**src/rtl/gon_multicast_v2_if.sv**
```systemverilog
// Transaction and PE-delivery bundle for the global multicast network.
// The master side is the GLB/PE array; the slave side is the network.
interface gon_multicast_v2_if #(
  parameter int DATA_WIDTH    = 64,
  parameter int ROW_TAG_WIDTH = 4,
  parameter int COL_TAG_WIDTH = 4,
  parameter int NUM_OF_ROWS   = 12,
  parameter int NUM_OF_COLS   = 14
);
  logic                                    in_valid;
  logic                                    in_ready;
  logic [DATA_WIDTH-1:0]                   in_data;
  logic [ROW_TAG_WIDTH-1:0]                in_row_tag;
  logic [COL_TAG_WIDTH-1:0]                in_col_tag;
  logic [NUM_OF_ROWS-1:0][NUM_OF_COLS-1:0] pe_ready;
  logic [NUM_OF_ROWS-1:0][NUM_OF_COLS-1:0] pe_enable;
  logic [DATA_WIDTH-1:0]                   pe_data;

  modport master (
    output in_valid, in_data, in_row_tag, in_col_tag, pe_ready,
    input  in_ready, pe_enable, pe_data
  );

  modport slave (
    input  in_valid, in_data, in_row_tag, in_col_tag, pe_ready,
    output in_ready, pe_enable, pe_data
  );
endinterface

```
**src/rtl/gon_multicast_v2.sv**
```systemverilog
// Global multicast network: one GLB word delivered to every PE whose scan-loaded
// row/column IDs match the transaction tags, with per-PE partial delivery and drop counting.
module gon_multicast_v2 #(
  parameter int DATA_WIDTH    = 64,
  parameter int ROW_TAG_WIDTH = 4,
  parameter int COL_TAG_WIDTH = 4,
  parameter int NUM_OF_ROWS   = 12,
  parameter int NUM_OF_COLS   = 14,
  parameter int WILDCARD_EN   = 1,
  parameter int CNT_WIDTH     = 16
) (
  input  logic                 clk,
  input  logic                 reset,
  input  logic                 scan_en_id,
  input  logic                 scan_in_id,
  output logic                 scan_out_id,
  gon_multicast_v2_if.slave    bus,
  output logic                 busy,
  output logic [CNT_WIDTH-1:0] nomatch_cnt
);

  localparam int unsigned SEG = ROW_TAG_WIDTH + NUM_OF_COLS * COL_TAG_WIDTH;
  localparam int unsigned L   = NUM_OF_ROWS * SEG;

  typedef enum logic {IDLE, DELIVER} state_t;

  state_t                                  state_q, state_d;
  logic [L-1:0]                            chain_q, chain_d;
  logic [NUM_OF_ROWS-1:0][NUM_OF_COLS-1:0] pending_q, pending_d;
  logic [DATA_WIDTH-1:0]                   data_q, data_d;
  logic [CNT_WIDTH-1:0]                    cnt_q, cnt_d;

  logic                                    row_wild, col_wild;
  logic [NUM_OF_ROWS-1:0]                  rowhit;
  logic [NUM_OF_ROWS-1:0][NUM_OF_COLS-1:0] colhit;
  logic [NUM_OF_ROWS-1:0][NUM_OF_COLS-1:0] match;
  logic [NUM_OF_ROWS-1:0][NUM_OF_COLS-1:0] pe_en;

  assign row_wild = (WILDCARD_EN != 0) && (&bus.in_row_tag);
  assign col_wild = (WILDCARD_EN != 0) && (&bus.in_col_tag);

  // Chain layout per row, from the scan_in side: row ID, then column IDs 0..COLS-1.
  always_comb begin
    rowhit = '0;
    colhit = '0;
    for (int unsigned r = 0; r < NUM_OF_ROWS; r++) begin
      rowhit[r] = row_wild || (bus.in_row_tag == chain_q[r*SEG +: ROW_TAG_WIDTH]);
      for (int unsigned c = 0; c < NUM_OF_COLS; c++) begin
        colhit[r][c] = col_wild ||
          (bus.in_col_tag == chain_q[r*SEG + ROW_TAG_WIDTH + c*COL_TAG_WIDTH +: COL_TAG_WIDTH]);
      end
    end
  end

  always_comb begin
    match = '0;
    for (int unsigned r = 0; r < NUM_OF_ROWS; r++) begin
      for (int unsigned c = 0; c < NUM_OF_COLS; c++) begin
        match[r][c] = rowhit[r] & colhit[r][c];
      end
    end
  end

  assign chain_d      = scan_en_id ? {chain_q[L-2:0], scan_in_id} : chain_q;
  assign scan_out_id  = chain_q[L-1];
  assign bus.in_ready = (state_q == IDLE) && !scan_en_id;

  always_comb begin
    state_d   = state_q;
    pending_d = pending_q;
    data_d    = data_q;
    cnt_d     = cnt_q;
    pe_en     = '0;
    case (state_q)
      IDLE: begin
        if (bus.in_valid && bus.in_ready) begin
          if (|match) begin
            pending_d = match;
            data_d    = bus.in_data;
            state_d   = DELIVER;
          end else if (cnt_q != '1) begin
            cnt_d = cnt_q + 1'b1;
          end
        end
      end
      DELIVER: begin
        // Each PE retires independently; leave once nothing remains pending.
        pe_en     = pending_q & bus.pe_ready;
        pending_d = pending_q & ~pe_en;
        if (pending_d == '0) state_d = IDLE;
      end
      default: state_d = IDLE;
    endcase
  end

  always_ff @(posedge clk or negedge reset) begin
    if (!reset) begin
      state_q   <= IDLE;
      chain_q   <= '0;
      pending_q <= '0;
      data_q    <= '0;
      cnt_q     <= '0;
    end else begin
      state_q   <= state_d;
      chain_q   <= chain_d;
      pending_q <= pending_d;
      data_q    <= data_d;
      cnt_q     <= cnt_d;
    end
  end

  assign bus.pe_enable = pe_en;
  assign bus.pe_data   = data_q;
  assign busy          = (state_q == DELIVER);
  assign nomatch_cnt   = cnt_q;

endmodule

```
**src/flat_wrapper.sv**
```systemverilog
// flat-port wrapper written by rule: the top's interface ports become plain ports
module gon_multicast_v2_flat 
#(
  parameter int DATA_WIDTH    = 64,
  parameter int ROW_TAG_WIDTH = 4,
  parameter int COL_TAG_WIDTH = 4,
  parameter int NUM_OF_ROWS   = 12,
  parameter int NUM_OF_COLS   = 14,
  parameter int WILDCARD_EN   = 1,
  parameter int CNT_WIDTH     = 16
)
  (clk, reset, scan_en_id, scan_in_id, scan_out_id, busy, nomatch_cnt, bus_in_valid, bus_in_data, bus_in_row_tag, bus_in_col_tag, bus_pe_ready, bus_in_ready, bus_pe_enable, bus_pe_data);
  gon_multicast_v2_if #(.DATA_WIDTH(DATA_WIDTH), .ROW_TAG_WIDTH(ROW_TAG_WIDTH), .COL_TAG_WIDTH(COL_TAG_WIDTH), .NUM_OF_ROWS(NUM_OF_ROWS), .NUM_OF_COLS(NUM_OF_COLS)) bus_i ();
  input  logic clk;
  input  logic reset;
  input  logic scan_en_id;
  input  logic scan_in_id;
  output logic scan_out_id;
  output logic busy;
  output logic [CNT_WIDTH-1:0] nomatch_cnt;
  input wire logic [$bits(bus_i.in_valid)-1:0] bus_in_valid;
  input wire logic [$bits(bus_i.in_data)-1:0] bus_in_data;
  input wire logic [$bits(bus_i.in_row_tag)-1:0] bus_in_row_tag;
  input wire logic [$bits(bus_i.in_col_tag)-1:0] bus_in_col_tag;
  input wire logic [$bits(bus_i.pe_ready)-1:0] bus_pe_ready;
  output wire logic [$bits(bus_i.in_ready)-1:0] bus_in_ready;
  output wire logic [$bits(bus_i.pe_enable)-1:0] bus_pe_enable;
  output wire logic [$bits(bus_i.pe_data)-1:0] bus_pe_data;
  assign bus_i.in_valid = bus_in_valid;
  assign bus_i.in_data = bus_in_data;
  assign bus_i.in_row_tag = bus_in_row_tag;
  assign bus_i.in_col_tag = bus_in_col_tag;
  assign bus_i.pe_ready = bus_pe_ready;
  assign bus_in_ready = bus_i.in_ready;
  assign bus_pe_enable = bus_i.pe_enable;
  assign bus_pe_data = bus_i.pe_data;
  gon_multicast_v2 #(.DATA_WIDTH(DATA_WIDTH), .ROW_TAG_WIDTH(ROW_TAG_WIDTH), .COL_TAG_WIDTH(COL_TAG_WIDTH), .NUM_OF_ROWS(NUM_OF_ROWS), .NUM_OF_COLS(NUM_OF_COLS), .WILDCARD_EN(WILDCARD_EN), .CNT_WIDTH(CNT_WIDTH)) u_core (.clk(clk), .reset(reset), .scan_en_id(scan_en_id), .scan_in_id(scan_in_id), .scan_out_id(scan_out_id), .bus(bus_i), .busy(busy), .nomatch_cnt(nomatch_cnt));
endmodule
```
**config.mk**
```make
export PLATFORM = sky130hd
export DESIGN_NAME = gon_multicast_v2_flat
export DESIGN_NICKNAME = d
export VERILOG_FILES = /design/src/rtl/gon_multicast_v2_if.sv /design/src/rtl/gon_multicast_v2.sv /design/src/flat_wrapper.sv
export SDC_FILE = /design/constraint.sdc
export NUM_CORES = 2
export LEC_CHECK = 0
export ABC_AREA = 0
export BUFFER_PORTS_ARGS = -buffer_cell sky130_fd_sc_hd__buf_2
export CAP_MARGIN = 25
export CORE_ASPECT_RATIO = 2
export CORE_UTILIZATION = 54
export CTS_CLUSTER_DIAMETER = 120
export DETAILED_ROUTE_END_ITERATION = 16
export PLACE_DENSITY_LB_ADDON = 0.3
export SYNTH_ARGS = -nofsm -noshare
export SYNTH_HDL_FRONTEND = slang
export SYNTH_SLANG_ARGS = --single-unit
```
**constraint.sdc**
```tcl
create_clock -name clk -period 3 [get_ports clk]
set_clock_uncertainty 0.05 [all_clocks]
set_input_delay 0.15 -clock clk [delete_from_list [all_inputs] [get_ports clk]]
set_output_delay 0.15 -clock clk [all_outputs]
set_load 0.02 [all_outputs]
```
# == After elaboration in Yosys (flattened, before gate mapping) ==
# Index checks and enable logic that the tools add are counted.
# W data, S select, Z words.
# word_totals
regBits,969
output_inout_bits,251
# op_classes
add_sub_neg,1
eq_ne,183
n_mux,8
bitwise_logic,173
reduce_logical,190
# op_table
cell,n
$eq A4 B4 Y1,180
$mux W168,3
$and A168 B168 Y168,2
$pmux W168 S2,1
$logic_or A1 B1 Y1,180
$and A1 B1 Y1,168
$logic_not A168 Y1,1
$not A168 Y168,1
$reduce_or A168 Y1,1
$add A16 B1 Y16 const B,1
$ne A16 B16 Y1 const B,1
$reduce_and A4 Y1,3
$ne A2 B2 Y1 const B,2
$mux W1,3
$reduce_and A3 Y1,1
$logic_and A1 B1 Y1,2
$not A1 Y1,2
$pmux W1 S2,1
$reduce_and A2 Y1,1
$logic_not A1 Y1,1

# == Depth between registers and ports, before layout ==
# logic_depth
ltp_word,7
depth_mapped,15
ltp_nobuf,8

# == Least setup slack after synthesis ==
# OpenSTA, ideal clock, no wires.
# synth_timing
path_type,reg2reg
startpoint,reg u_core.chain_q[1]
endpoint,reg u_core.data_q[34] (netlist: u_core.bus.pe_data[34])
t_arrival_ps,2613
path_slack_ps,210
path_stages_with_launch,12
path_buffers,3
cell_sequence,dfrtp_1 -> xnor2_1 -> a41oi_1 -> buf_2 -> o22ai_1 -> nor4_1 -> nand4_1 -> nor4_2 -> a21oi_1 -> buf_6 -> buf_6 -> mux2_1
# synth_between
elab_chain_len,5
# synth_lines
element,line,source
from (decl),gon_multicast_v2.sv:28,"logic [L-1:0] chain_q, chain_d;"
from (signal assigned),gon_multicast_v2.sv:105,chain_q <= chain_d;
$eq A4 B4 Y1 (*),gon_multicast_v2.sv:47,rowhit[r] = row_wild || (bus.in_row_tag == chain_q[r*SEG +: ROW_TAG_WIDTH]);
$logic_or A1 B1 Y1 (*),gon_multicast_v2.sv:47,
$and A1 B1 Y1,gon_multicast_v2.sv:59,match[r][c] = rowhit[r] & colhit[r][c];
$reduce_or A168 Y1 (*),gon_multicast_v2.sv:77,if (|match) begin
$reduce_and A3 Y1 (no source line) (*),--,
to (signal assigned),gon_multicast_v2.sv:107,data_q <= data_d;
to (decl),gon_multicast_v2.sv:30,"logic [DATA_WIDTH-1:0] data_q, data_d;"
# Mark *: on every way between the ends. The rest lies on a longest branch, timed or not.
# A chain may end at the register's enable or synchronous reset.

# == Worst setup path after layout ==
# layout_timing
startpoint,reg u_core.chain_q[480]
endpoint,reg u_core.pending_q[34] in the netlist's numbering
# layout_between
elab_chain_len,6
# layout_lines
element,line,source
$eq A4 B4 Y1 (*),gon_multicast_v2.sv:47,
$logic_or A1 B1 Y1 (*),gon_multicast_v2.sv:47,
$and A1 B1 Y1,gon_multicast_v2.sv:59,
$reduce_or A168 Y1 (*),gon_multicast_v2.sv:77,
$ne A2 B2 Y1 (no source line) (*),--,
$reduce_and A2 Y1 (no source line) (*),--,
to (signal assigned),gon_multicast_v2.sv:106,pending_q <= pending_d;
to (decl),gon_multicast_v2.sv:29,"logic [NUM_OF_ROWS-1:0][NUM_OF_COLS-1:0] pending_q, pending_d;"
# Marks and branches as above.

==> out/results.ini <==
[cells_and_area]
design_area_sq_um = 66000
drive_above_1_share = 0.416
finalNonFillerCells = 6789
area_delta_synth_final_pct = 32.2
final_cell_mix = dfrtp_1 (967), mux2_2 (743), xnor2_1 (728)
final_nets = 5728
final_common_cell = dfrtp_1

[clock_network]
clkTransAtPathRegs_ns = 0.08
insertion_delay_ns = 0.73
cts_buffer_depth = 3
cts-root-buf = clkbuf_16
cts_tree = done
cts_made_buffers = 89
clkSinkCount = 969
cts_htree_levels = 3

[floorplan]
core_area_sq_um = 91500
dieArea_sq_um = 93800
rows = 157
die_x_um = 217
num_io_pins = 496
die_h_um = 432
initial_core_util = 0.546

[synth]
yosysSeqAreaShare = 0.485
async_flop_share = 1.00
synth_cells = 4271
synth_area_sq_um = 50000
avgSynthCellArea_sq_um = 11.7
synth_seq_cells = 969
ys.flop_type = dfrtp_1
synth_cell_types = 42
synth_edf_count = 0
syn-num-nets = 4517
ys.warnings.count = 0

[grt]
grt_pass1_wl_mm = 297
grt_max_degree = 205
gr-total-overflow = 0
first_global_vias = 42600
track_usage = 0.445
antenna_found_initial = 64

[drt]
num_vias = 43000
drt_iter0_drc = 4475
wl_met2_mm = 92.7
drt-met1-wl_mm = 68.9
postRouteAntennaNets = 0
wl_met3_mm = 22.2
vias_per_cell = 6.34
wl_per_cell_um = 30.7
drc = 0
top_layer = met5
drt_pass1_iterations = 8
drt_wl_total_mm = 208

[worst_setup_path]
critPathKind = reg -> reg
reg2regPathDepth = 14
cp.arrival_ns = 3.95
path_max_fanout = 7
endpoint = u_core.pending_q[34]$_DFFE_PN0P_
crit_start = u_core.chain_q[480]$_DFFE_PN0P_
cp.required_ns = 3.60
r2r-start = u_core.chain_q[480]$_DFFE_PN0P_
worstReg2RegEnd = u_core.pending_q[34]$_DFFE_PN0P_
worst_setup_path_start_kind = register
crit_path_end_kind = register
regToRegSetupSlack_ns = -0.35

[placed_design]
place.gp.congestion = 1.13
io_buffers = 495
hpwl_mm = 148
place_area_sq_um = 58500
numPlacedInstances = 6299

[power_and_ir_drop]
leakage_nw = 30.6
ir_drop_mv = 0.836
power_density_nw_per_um2 = 538
finalPower_w = 0.0356

[timing]
setup_viol = 250
hold_slack_ns = 0.0994
setup_tns_ns = -61.90
slew_viol_final = 0
fin_crit_ns = 3.35
tightest_slew_ns = 1.25
finalWorstSetupSlack_ns = -0.354
period_share = 1.12
relSlewSlack = 0.166
rsz0062_at_grt = true
fmax_ghz = 0.298
hold_viol = 0

[run_status]
outcome = finished, violations left
violations = negative setup slack

[hold_path]
min_path_type = in -> reg
hp-start = scan_en_id

[job]
drv_cap = 0

## registers in the layout, summed over array words and instances (netlist names)
register and count:
u_core.chain_q 720, u_core.bus.pe_data 64, u_core.busy 1, u_core.nomatch_cnt 16
u_core.pending_q 168
## logic make-up after synthesis
group,after synthesis,share of synthesized area
fa+ha+maj,1,0.000250
mux,785,0.179
simple gates,592,0.0658
compound gates,699,0.0974
flops,969,0.485
buf+inv,490,0.0432
xor+xnor,735,0.129
## worst min-delay path by stage
stage / to / slack, ns / cells after the start
3_5_place_dp: u_core.chain_q[604]$_DFFE_PN0P_ / 0.09 / 1
6_report: u_core.chain_q[622]$_DFFE_PN0P_ / 0.1 / 3
5_1_grt: u_core.chain_q[580]$_DFFE_PN0P_ / 0.1 / 3
3_3_place_gp: u_core.chain_q[604]$_DFFE_PN0P_ / 0.08 / 1
2_1_floorplan: u_core.bus.pe_data[0]$_DFFE_PN0P_ / -0.20 / 0
4_1_cts: u_core.chain_q[622]$_DFFE_PN0P_ / 0.08 / 3
## final cells by class
type | count | area [sq um]
clock buffer | 121 | 2600
timing repair buffer | 1444 | 11600
antenna | 39 | 97.6
inverter | 166 | 623
multi-input combinational | 2812 | 24700
tap | 1192 | 1490
clock inverter | 46 | 636
fill | 6331 | 25500
sequential | 969 | 24300
## per-stage QoR
stage,setup slack (ns),util
floorplan,0.210,-
global placement,-1.15,0.639
detailed placement,-0.940,0.639
CTS,-0.212,0.708
global route,-0.437,0.721
finish,-0.354,0.721
## worst max-delay path: stages, from the launching register on
cell	delay [ns]
dfrtp_1	0.41
xnor2_1	0.16
a41oi_2	0.24
buf_12	0.18
buf_6	0.15
a21oi_1	0.10
nor4_4	0.58
nand4_1	0.22
nor4_4	0.25
buf_12	0.18
buf_8	0.12
buf_12	0.14
nand2_2	0.10
buf_12	0.18
a31oi_2	0.20
## per-layer routing
metal  vias up  global-route usage
li1      17900                   -
met1     21500               0.464
met2      2567               0.665
met3       985               0.189
met4        50               0.432
met5         -             0.00794
## synthesized netlist by cell type (9+ instances only)
library cell / count / area, sq um
a211oi_1: 65 / 488
a21oi_1: 190 / 951
a221oi_1: 19 / 166
a22oi_1: 128 / 961
a31oi_1: 14 / 87.6
a41oi_1: 126 / 1100
a41oi_2: 9 / 146
and3_1: 174 / 1090
buf_1: 19 / 71.3
buf_2: 96 / 480
buf_4: 41 / 308
clkbuf_1: 162 / 608
dfrtp_1: 969 / 24200
inv_1: 166 / 623
mux2_1: 10 / 113
mux2_2: 747 / 8410
mux2_4: 28 / 420
nand2_1: 33 / 124
nand3_1: 135 / 676
nand4_1: 66 / 413
nor2_1: 19 / 71.3
nor3_1: 111 / 556
nor4_1: 34 / 213
o22ai_1: 121 / 757
o31a_1: 10 / 87.6
xnor2_1: 734 / 6430
## report_power, final
group          leakage, nW  switching (W)  internal (W)  total [W]
logic                 15.7        0.00506       0.00340    0.00846
registers             13.3       0.000565        0.0138     0.0143
clock network         1.59        0.00548       0.00727     0.0127
total                 30.6         0.0111        0.0244     0.0356
## repair_timing
item	4_1_cts	5_1_grt
gates resized for setup	69	152
hold endpoints to repair	993	0
hold buffers	235	0
buffers inserted	14	19
setup endpoints to repair	249	250
cloned	3	5
pin swaps	25	73
No activity file was read; power rests on OpenSTA's default activity.
